<file path="src/rtl/fsk_modulate.sv">
// Serial FSK transmitter: sends a 14-bit codeword LSB first. Each bit is a burst of
// 2*WINDOW clocks at carrier period P1 (bit 1) or P0 (bit 0), plus a bit-rate strobe.
`timescale 1ns/1ps
module fsk_modulate #(
  parameter int WINDOW = 48,
  parameter int P1     = 8,
  parameter int P0     = 24
) (
  input  logic        clk,
  input  logic        reset,
  input  logic [13:0] Hamcode_in,
  input  logic        start,
  output logic        ready,
  output logic        busy,
  output logic        fsk_signal,
  output logic        clk_bitTransferRate,
  output logic [3:0]  bit_index,
  output logic        frame_done
);

  localparam int CYC_W = $clog2(2 * WINDOW);
  localparam int PMAX  = (P0 > P1) ? P0 : P1;
  localparam int CAR_W = $clog2(PMAX);

  localparam logic [CYC_W-1:0] CYC_LAST = CYC_W'(2 * WINDOW - 1);
  localparam logic [CYC_W-1:0] CYC_HALF = CYC_W'(WINDOW);
  localparam logic [3:0]       BIT_LAST = 4'd13;
  localparam logic [CAR_W-1:0] P1_LAST  = CAR_W'(P1 - 1);
  localparam logic [CAR_W-1:0] P0_LAST  = CAR_W'(P0 - 1);
  localparam logic [CAR_W-1:0] P1_HALF  = CAR_W'(P1 / 2);
  localparam logic [CAR_W-1:0] P0_HALF  = CAR_W'(P0 / 2);

  typedef enum logic {
    IDLE = 1'b0,
    SEND = 1'b1
  } state_t;

  state_t           state_q, state_d;
  logic [13:0]      sreg_q, sreg_d;
  logic [3:0]       bit_cnt_q, bit_cnt_d;
  logic [CYC_W-1:0] cyc_cnt_q, cyc_cnt_d;
  logic [CAR_W-1:0] car_cnt_q, car_cnt_d;

  // Carrier parameters follow the bit currently on the line.
  logic [CAR_W-1:0] car_last;
  logic [CAR_W-1:0] car_half;
  assign car_last = sreg_q[0] ? P1_LAST : P0_LAST;
  assign car_half = sreg_q[0] ? P1_HALF : P0_HALF;

  always_ff @(posedge clk) begin
    // NOTE: non-blocking assignments keep every flop sampling pre-edge values.
    if (reset) begin
      state_q   <= IDLE;
      sreg_q    <= '0;
      bit_cnt_q <= '0;
      cyc_cnt_q <= '0;
      car_cnt_q <= '0;
    end else begin
      state_q   <= state_d;
      sreg_q    <= sreg_d;
      bit_cnt_q <= bit_cnt_d;
      cyc_cnt_q <= cyc_cnt_d;
      car_cnt_q <= car_cnt_d;
    end
  end

  always_comb begin
    // NOTE: defaulting every _d first means no path leaves one unassigned (no latch).
    state_d   = state_q;
    sreg_d    = sreg_q;
    bit_cnt_d = bit_cnt_q;
    cyc_cnt_d = cyc_cnt_q;
    car_cnt_d = car_cnt_q;
    case (state_q)
      IDLE: begin
        if (start) begin
          state_d   = SEND;
          sreg_d    = Hamcode_in;
          bit_cnt_d = '0;
          cyc_cnt_d = '0;
          car_cnt_d = '0;
        end
      end
      SEND: begin
        if (cyc_cnt_q == CYC_LAST) begin
          // Bit boundary: next bit starts with a fresh carrier cycle.
          cyc_cnt_d = '0;
          car_cnt_d = '0;
          sreg_d    = {1'b0, sreg_q[13:1]};
          if (bit_cnt_q == BIT_LAST) begin
            state_d   = IDLE;
            bit_cnt_d = '0;
          end else begin
            bit_cnt_d = bit_cnt_q + 4'd1;
          end
        end else begin
          cyc_cnt_d = cyc_cnt_q + CYC_W'(1);
          car_cnt_d = (car_cnt_q == car_last) ? '0 : car_cnt_q + CAR_W'(1);
        end
      end
    endcase
  end

  always_comb begin
    busy                = (state_q == SEND);
    ready               = !busy;
    fsk_signal          = busy && (car_cnt_q < car_half);
    clk_bitTransferRate = busy && (cyc_cnt_q < CYC_HALF);
    bit_index           = bit_cnt_q;
    frame_done          = busy && (cyc_cnt_q == CYC_LAST) && (bit_cnt_q == BIT_LAST);
  end

endmodule
</file>
<file path="config.mk">
export PLATFORM = sky130hd
export DESIGN_NAME = fsk_modulate
export DESIGN_NICKNAME = d
export VERILOG_FILES = /design/src/rtl/fsk_modulate.sv
export SDC_FILE = /design/constraint.sdc
export NUM_CORES = 1
export LEC_CHECK = 0
export BUFFER_PORTS_ARGS = -buffer_cell sky130_fd_sc_hd__buf_4
export CAP_MARGIN = 0
export CORE_ASPECT_RATIO = 0.6
export CORE_MARGIN = 4
export CORE_UTILIZATION = 54
export CTS_CLUSTER_DIAMETER = 50
export CTS_CLUSTER_SIZE = 16
export DETAILED_ROUTE_END_ITERATION = 16
export PLACE_DENSITY = 0.77
export SLEW_MARGIN = 20
export SYNTH_ARGS = -nofsm -noshare
export SYNTH_HDL_FRONTEND = slang
export SYNTH_SLANG_ARGS = --single-unit
</file>
<file path="constraint.sdc">
create_clock -name clk -period 1.8 [get_ports clk]
set_input_delay 0.18 -clock clk [delete_from_list [all_inputs] [get_ports clk]]
set_output_delay 0.18 -clock clk [all_outputs]
set_load 0.1 [all_outputs]
</file>
==> metrics.log, run 1 <==
[metrics] combinational fraction of design power: 14.4%
[metrics] initial standard-cell utilization of the core: 58.3%
[metrics] launch point of the critical path: car_cnt_q[3]
[metrics] sum of internal, switching and leakage power: 1.71 mW
[metrics] area of the mapped netlist: 0.00151 mm^2
[metrics] final-stage net count: 221
[metrics] detail-routed via count per cell: 5.91
[metrics] die height: 49.0 um
[metrics] routed vias: 1371
[metrics] worst slew pin tran: 335 ps
[metrics] violation count after the first detailed-routing iteration: 70
[metrics] synthesized flop and latch total: 31
[metrics] die area: 0.00374 mm^2
[metrics] number of core rows: 14
[metrics] final global-route overflow total: 0
[metrics] P&R area growth vs syn: 32.8%
[metrics] power share of the clock group: 42.0%
[metrics] final RePlAce weighted congestion: 0.948
[metrics] Worst setup SP type: register
[metrics] net switching power figure: 443 uW
[metrics] most common cell after layout, fill and taps aside: buf_4
[metrics] flip-flop cell with the highest count after synthesis: dfxtp_1
[metrics] clock root cell: clkbuf_8
[metrics] Placeable Area: 0.00259 mm^2
[metrics] Ant. Diodes: 0
[metrics] number of clock buffers inserted by TritonCTS: 5
[metrics] number of flops mapped to enable cells by yosys: 0
[metrics] top-level port count: 26
[metrics] post-detail-place hpwl: 2530 um
[metrics] max capacitance violation total: 0
[metrics] share of synthesized registers carrying an async set or reset: 0%
[metrics] syn_nets: 189
[metrics] most frequent cells in the layout: buf_4 (32), nor2_1 (24), dfxtp_1 (22)
[metrics] x dimension of the die: 76.3 um
[metrics] register share of total power: 43.6%
[metrics] Switching Fraction: 25.9%
[metrics] number of hold violations in the final report: 0
[metrics] Worst Clk Skew: 8.26 ps
[metrics] number of clock sinks: 31
[metrics] reg-to-reg slack, setup: 170 ps
[metrics] headroom to the max-slew limit: 77.5%
[metrics] IR Drop Worst-Case VDD: 0.625 mV
[metrics] post-synthesis sequential area ratio: 41.0%
[metrics] Min-Delay Path Class: primary input to register
[metrics] number of different library cells in the post-synthesis netlist: 42
[metrics] source of the worst register-to-register timing path: cyc_cnt_q[0]
[metrics] CTS tree: done
[metrics] power per cell area: 852 mW/mm^2
[metrics] remaining design rule violation count: 0
[metrics] critical path required time: 1620 ps
[metrics] post-synthesis cell count: 167
[metrics] Clk Latency, worst-skew pair: 290 ps
[metrics] GRT Total Usage: 20.6%
[metrics] Crit path arrival time: 1550 ps
[metrics] fraction of layout cells with a size suffix above 1: 31.5%
[metrics] detail-routed net length per standard cell: 16.2 um
[metrics] outcome: completed
[metrics] detailed-routing iteration count for the pre-antenna-repair pass: 4
[metrics] Clock H-tree levels: 2
[metrics] TNS Setup: 0 ps
[metrics] final WL: 3760 um
[metrics] total setup violations reported at the end of the flow: 0
[metrics] endpoint kind of the worst setup timing path: output port
[metrics] number of global-route vias before repair: 1235
[metrics] leakage power of the design: 0.794 nW
[metrics] shortest period the worst path allows: 1730 ps
[metrics] capturing element of the worst setup path: fsk_signal
[metrics] maximum frequency from static timing analysis: 577 MHz
[metrics] period utilization: 96.2%
[metrics] Synthesis Warnings: 0
[metrics] CTS clk-pin slew, worst paths: 70 ps
[metrics] pin count of the biggest net entering global routing: 33
[metrics] terminus of the critical flop-to-flop path: sreg_q[10]
[metrics] global-route wire length before repair: 6130 um
[metrics] Final Slew Violations: 0
[metrics] Int Power: 1.27 mW
[metrics] number of buffers added on ports: 25
[metrics] synthesized area per cell: 9.06 um^2
[metrics] FF-to-FF path depth: 7
[metrics] initial antenna violation count: 0
[metrics] CTS max path bufs: 2
[metrics] critical path start-end classification: register to output port
[metrics] number of nets with antenna violations after routing: 0
[metrics] setup repair after global routing missed its margin: no
[metrics] Max Fanout on Critical Path: 7
## cells in the mapped netlist, types with 2 or more instances
library cell	n	share of area, %
a22oi_1	2	0.99
dfxtp_1	31	41
ha_1	5	4.1
a211oi_1	16	7.9
and3_1	5	2.1
o21ai_0	3	0.99
nand3b_1	3	1.5
mux2i_1	14	9.3
nor3_1	4	1.3
clkbuf_1	2	0.50
buf_4	4	2.0
o31ai_1	2	0.99
buf_1	2	0.50
nand2_1	3	0.74
buf_2	2	0.66
nand3_1	8	2.6
a21oi_1	9	3.0
nor2b_1	2	0.83
nor2_1	25	6.2
inv_1	3	0.74
## per-stage QoR
| step | setup slack, ps | hold slack (ps) | std cells | utilization [%] | cell area, um^2 |
|---|---|---|---|---|---|
| after floorplan | -312 | 398 | 167 | - | 1570 |
| after global placement | 163 | 465 | 220 | 69.5 | 1800 |
| after detailed placement | 69.3 | 491 | 220 | 69.5 | 1800 |
| after CTS | -11.4 | 236 | 228 | 75.6 | 1960 |
| after global routing | 4.08 | 245 | 232 | 77.5 | 2010 |
| final | 68.2 | 232 | 232 | 77.5 | 2010 |
## state kept, by name, summed over array words and instances, names as in the netlist
register,count
busy,1
bit_index,4
sreg_q,14
cyc_cnt_q,7
car_cnt_q,5
## critical path, cell delays in order (launching register included)
cell	delay, ps
dfxtp_2	410
ha_4	230
a2111oi_4	360
buf_6	270
## area by class of cell
type	instances	area [um^2]
Fill cell	172	584
Sequential cell	31	634
Clock inverter	2	35.0
Clock buffer	6	82.6
Timing Repair Buffer	35	292
Multi-Input combinational cell	122	897
Inverter	4	27.5
Tap cell	32	40.0
## worst min path at each step
stage | cells past startpoint | end | start | slack (ps)
global placement | 1 | bit_index[2] | bit_index[2] | 460
floorplan | 3 | car_cnt_q[0] | reset | 400
CTS | 3 | sreg_q[5] | Hamcode_in[5] | 240
finish | 3 | sreg_q[5] | Hamcode_in[5] | 230
global route | 3 | sreg_q[3] | Hamcode_in[3] | 250
detailed placement | 2 | sreg_q[8] | sreg_q[8] | 490
## cell families after synthesis
| group | share of synthesized area, % |
|---|---|
| compound gates | 21.3 |
| xor+xnor | 0.579 |
| fa+ha+maj | 4.14 |
| buf+inv | 4.63 |
| flops | 41.0 |
| mux | 9.26 |
| simple gates | 19.0 |
## per-layer routing
metal	GRT usage, %	share of wire, %	up-vias
li1	-	-	686
met1	28.2	48	629
met5	0	0	-
met2	30.6	43	47
met4	7.23	1.6	0
met3	6.09	7.2	9
## power groups by stage
stage          registers, mW  logic (mW)  clock network (mW)
6_report               0.746       0.246               0.719
5_1_grt                0.749       0.268               0.766
4_1_cts                0.744       0.245               0.720
3_5_place_dp           0.758       0.240                   0
3_3_place_gp           0.756       0.234                   0
2_1_floorplan          0.763       0.161                   0
## timing repair
item / 4_1_cts / 5_1_grt
setup endpoints to repair: 2 / 8
pin swaps: 0 / 1
resized for setup: 10 / 5
setup buffers: 0 / 4
hold buffers: 0 / 0
(Power assumes the default switching activity.)
==> run 2, diff against run 1 <==
--- a/config.mk
+++ b/config.mk
@@ -14,6 +14,7 @@
 export CTS_CLUSTER_SIZE = 16
 export DETAILED_ROUTE_END_ITERATION = 16
 export PLACE_DENSITY = 0.77
+export REMOVE_ABC_BUFFERS = 1
 export SLEW_MARGIN = 20
 export SYNTH_ARGS = -nofsm -noshare
 export SYNTH_HDL_FRONTEND = slang
==> run 2 against run 1 <==
Effect of this change: power fell by 14%; setup slack better by 9.1 ps; hold slack better by 17 ps; clock skew shrank 2.8 ps; sequential share of layout area grew 1.6 points; via count rose by 0.80%.
==> metrics.log, run 2 (same netlist as run 1, synthesis figures left out) <==
[metrics] outcome: completed
[metrics] Worst Clk Skew: 5.41 ps
[metrics] Clk Latency, worst-skew pair: 280 ps
[metrics] final RePlAce weighted congestion: 0.816
[metrics] Max Fanout on Critical Path: 4
[metrics] cell breakdown of the critical path: ha_1 > a2111oi_2 > clkbuf_8
[metrics] pin count of the biggest net entering global routing: 33
[metrics] number of clock buffers inserted by TritonCTS: 5
[metrics] net switching power figure: 399 uW
[metrics] Min-Delay Path Class: primary input to register
[metrics] critical path required time: 1620 ps
[metrics] final global-route overflow total: 0
[metrics] sum of internal, switching and leakage power: 1.47 mW
[metrics] period utilization: 95.7%
[metrics] detail-routed net length per standard cell: 15.6 um
[metrics] detailed-routing iteration count for the pre-antenna-repair pass: 4
[metrics] GRT Total Usage: 19.6%
[metrics] number of core rows: 14
[metrics] Int Power: 1.07 mW
[metrics] violation count after the first detailed-routing iteration: 117
[metrics] number of nets with antenna violations after routing: 0
[metrics] detail-routed via count per cell: 6.09
[metrics] register share of total power: 50.5%
[metrics] fraction of layout cells with a size suffix above 1: 26.2%
[metrics] max capacitance violation total: 0
[metrics] initial standard-cell utilization of the core: 58.3%
[metrics] FF-to-FF path depth: 6
[metrics] routed vias: 1382
[metrics] top-level port count: 26
[metrics] largest registers: sreg_q x14, cyc_cnt_q x7, car_cnt_q x5
[metrics] Clock H-tree levels: 2
[metrics] CTS clk-pin slew, worst paths: 60 ps
[metrics] die height: 49.0 um
[metrics] Switching Fraction: 27.1%
[metrics] CTS tree: done
[metrics] Biggest register: sreg_q
[metrics] critical path start-end classification: register to output port
[metrics] Crit path arrival time: 1540 ps
[metrics] headroom to the max-slew limit: 71.6%
[metrics] leakage power of the design: 0.751 nW
[metrics] remaining design rule violation count: 0
[metrics] Final Slew Violations: 0
[metrics] most common cell after layout, fill and taps aside: buf_4
[metrics] total setup violations reported at the end of the flow: 0
[metrics] endpoint kind of the worst setup timing path: output port
[metrics] max FFs per register: 14
[metrics] worst hold stages: 3
[metrics] clock root cell: clkbuf_8
[metrics] combinational fraction of design power: 16.2%
[metrics] Ant. Diodes: 0
[metrics] power per cell area: 780 mW/mm^2
[metrics] x dimension of the die: 76.3 um
[metrics] number of clock sinks: 31
[metrics] power share of the clock group: 33.3%
[metrics] TNS Setup: 0 ps
[metrics] critical path's slowest cell: dfxtp_2
[metrics] number of hold violations in the final report: 0
[metrics] maximum frequency from static timing analysis: 580 MHz
[metrics] global-route wire length before repair: 5860 um
[metrics] shortest period the worst path allows: 1720 ps
[metrics] # fillers: 200
[metrics] PnR worst setup slack: 77.3 ps
[metrics] Setup WS pre-CTS: 54.7 ps
[metrics] crit-path max cell delay: 340 ps
[metrics] number of buffers added on ports: 25
[metrics] P&R area growth vs syn: 24.6%
[metrics] final-stage net count: 218
[metrics] Worst setup SP type: register
[metrics] final WL: 3540 um
[metrics] IR Drop Worst-Case VDD: 0.522 mV
[metrics] Placeable Area: 0.00259 mm^2
[metrics] worst slew pin tran: 424 ps
[metrics] most frequent cells in the layout: buf_4 (29), dfxtp_1 (27), nor2_1 (24)
[metrics] post-detail-place hpwl: 2530 um
[metrics] die area: 0.00374 mm^2
[metrics] number of global-route vias before repair: 1316
[metrics] CTS max path bufs: 2
[metrics] initial antenna violation count: 0
## run 2: path summary, 6_finish.rpt
kind / end / slack, ps / start
min reg2reg: sreg_q[1] / 500 / sreg_q[1]
max: fsk_signal / 80 / sreg_q[0]
max reg2reg: sreg_q[5] / 110 / cyc_cnt_q[0]
min: sreg_q[0] / 250 / Hamcode_in[0]
## run 2: metrics by stage
step / util, % / hold slack (ps) / cell area, um^2 / cells
2_1_floorplan: - / 249 / 1460 / 157
3_3_place_gp: 67.4 / 484 / 1750 / 220
3_5_place_dp: 67.4 / 495 / 1750 / 220
4_1_cts: 71.9 / 244 / 1860 / 227
5_1_grt: 72.7 / 260 / 1890 / 227
6_report: 72.7 / 249 / 1890 / 227
## run 2: power by group through the flow
stage	Sequential (mW)	Combinational, mW	Clock (mW)
CTS	0.742	0.237	0.504
floorplan	0.769	0.129	0
global route	0.748	0.260	0.541
global placement	0.753	0.223	0
finish	0.743	0.239	0.490
detailed placement	0.756	0.232	0
## run 2: critical path, delay by kind of cell (launching register included)
| kind | cells | cell delay (ps) |
|---|---|---|
| DFF | 1 | 340 |
| buffers and inverters | 1 | 310 |
| adders and majority gates | 1 | 300 |
| AOI/OAI and AO/OA | 1 | 320 |
## run 2: layout make-up
| class | count | area [um^2] | share of cell area [%] |
|---|---|---|---|
| clock buffer | 6 | 72.6 | 3.85 |
| sequential | 31 | 626 | 33.2 |
| tap | 32 | 40.0 | 2.12 |
| multi-input combinational | 122 | 861 | 45.7 |
| inverter | 4 | 15.0 | 0.796 |
| timing repair buffer | 32 | 272 | 14.4 |
## run 2: timing repair
action / CTS / global route
gates resized for setup: 13 / 6
pin swaps: 2 / 3
hold buffers: 0 / 0
buffers inserted: 1 / 0
hold endpoints to repair: 0 / 0
endpoints found under the setup margin: 2 / 6
## run 2: per-layer routing
metal  global-route usage [%]  up-vias  wire, um
li1                         -      675         -
met1                     23.7      624      1560
met2                     30.2       67      1580
met3                     7.01       16       296
met4                     11.7        0       106
met5                        0        -         0
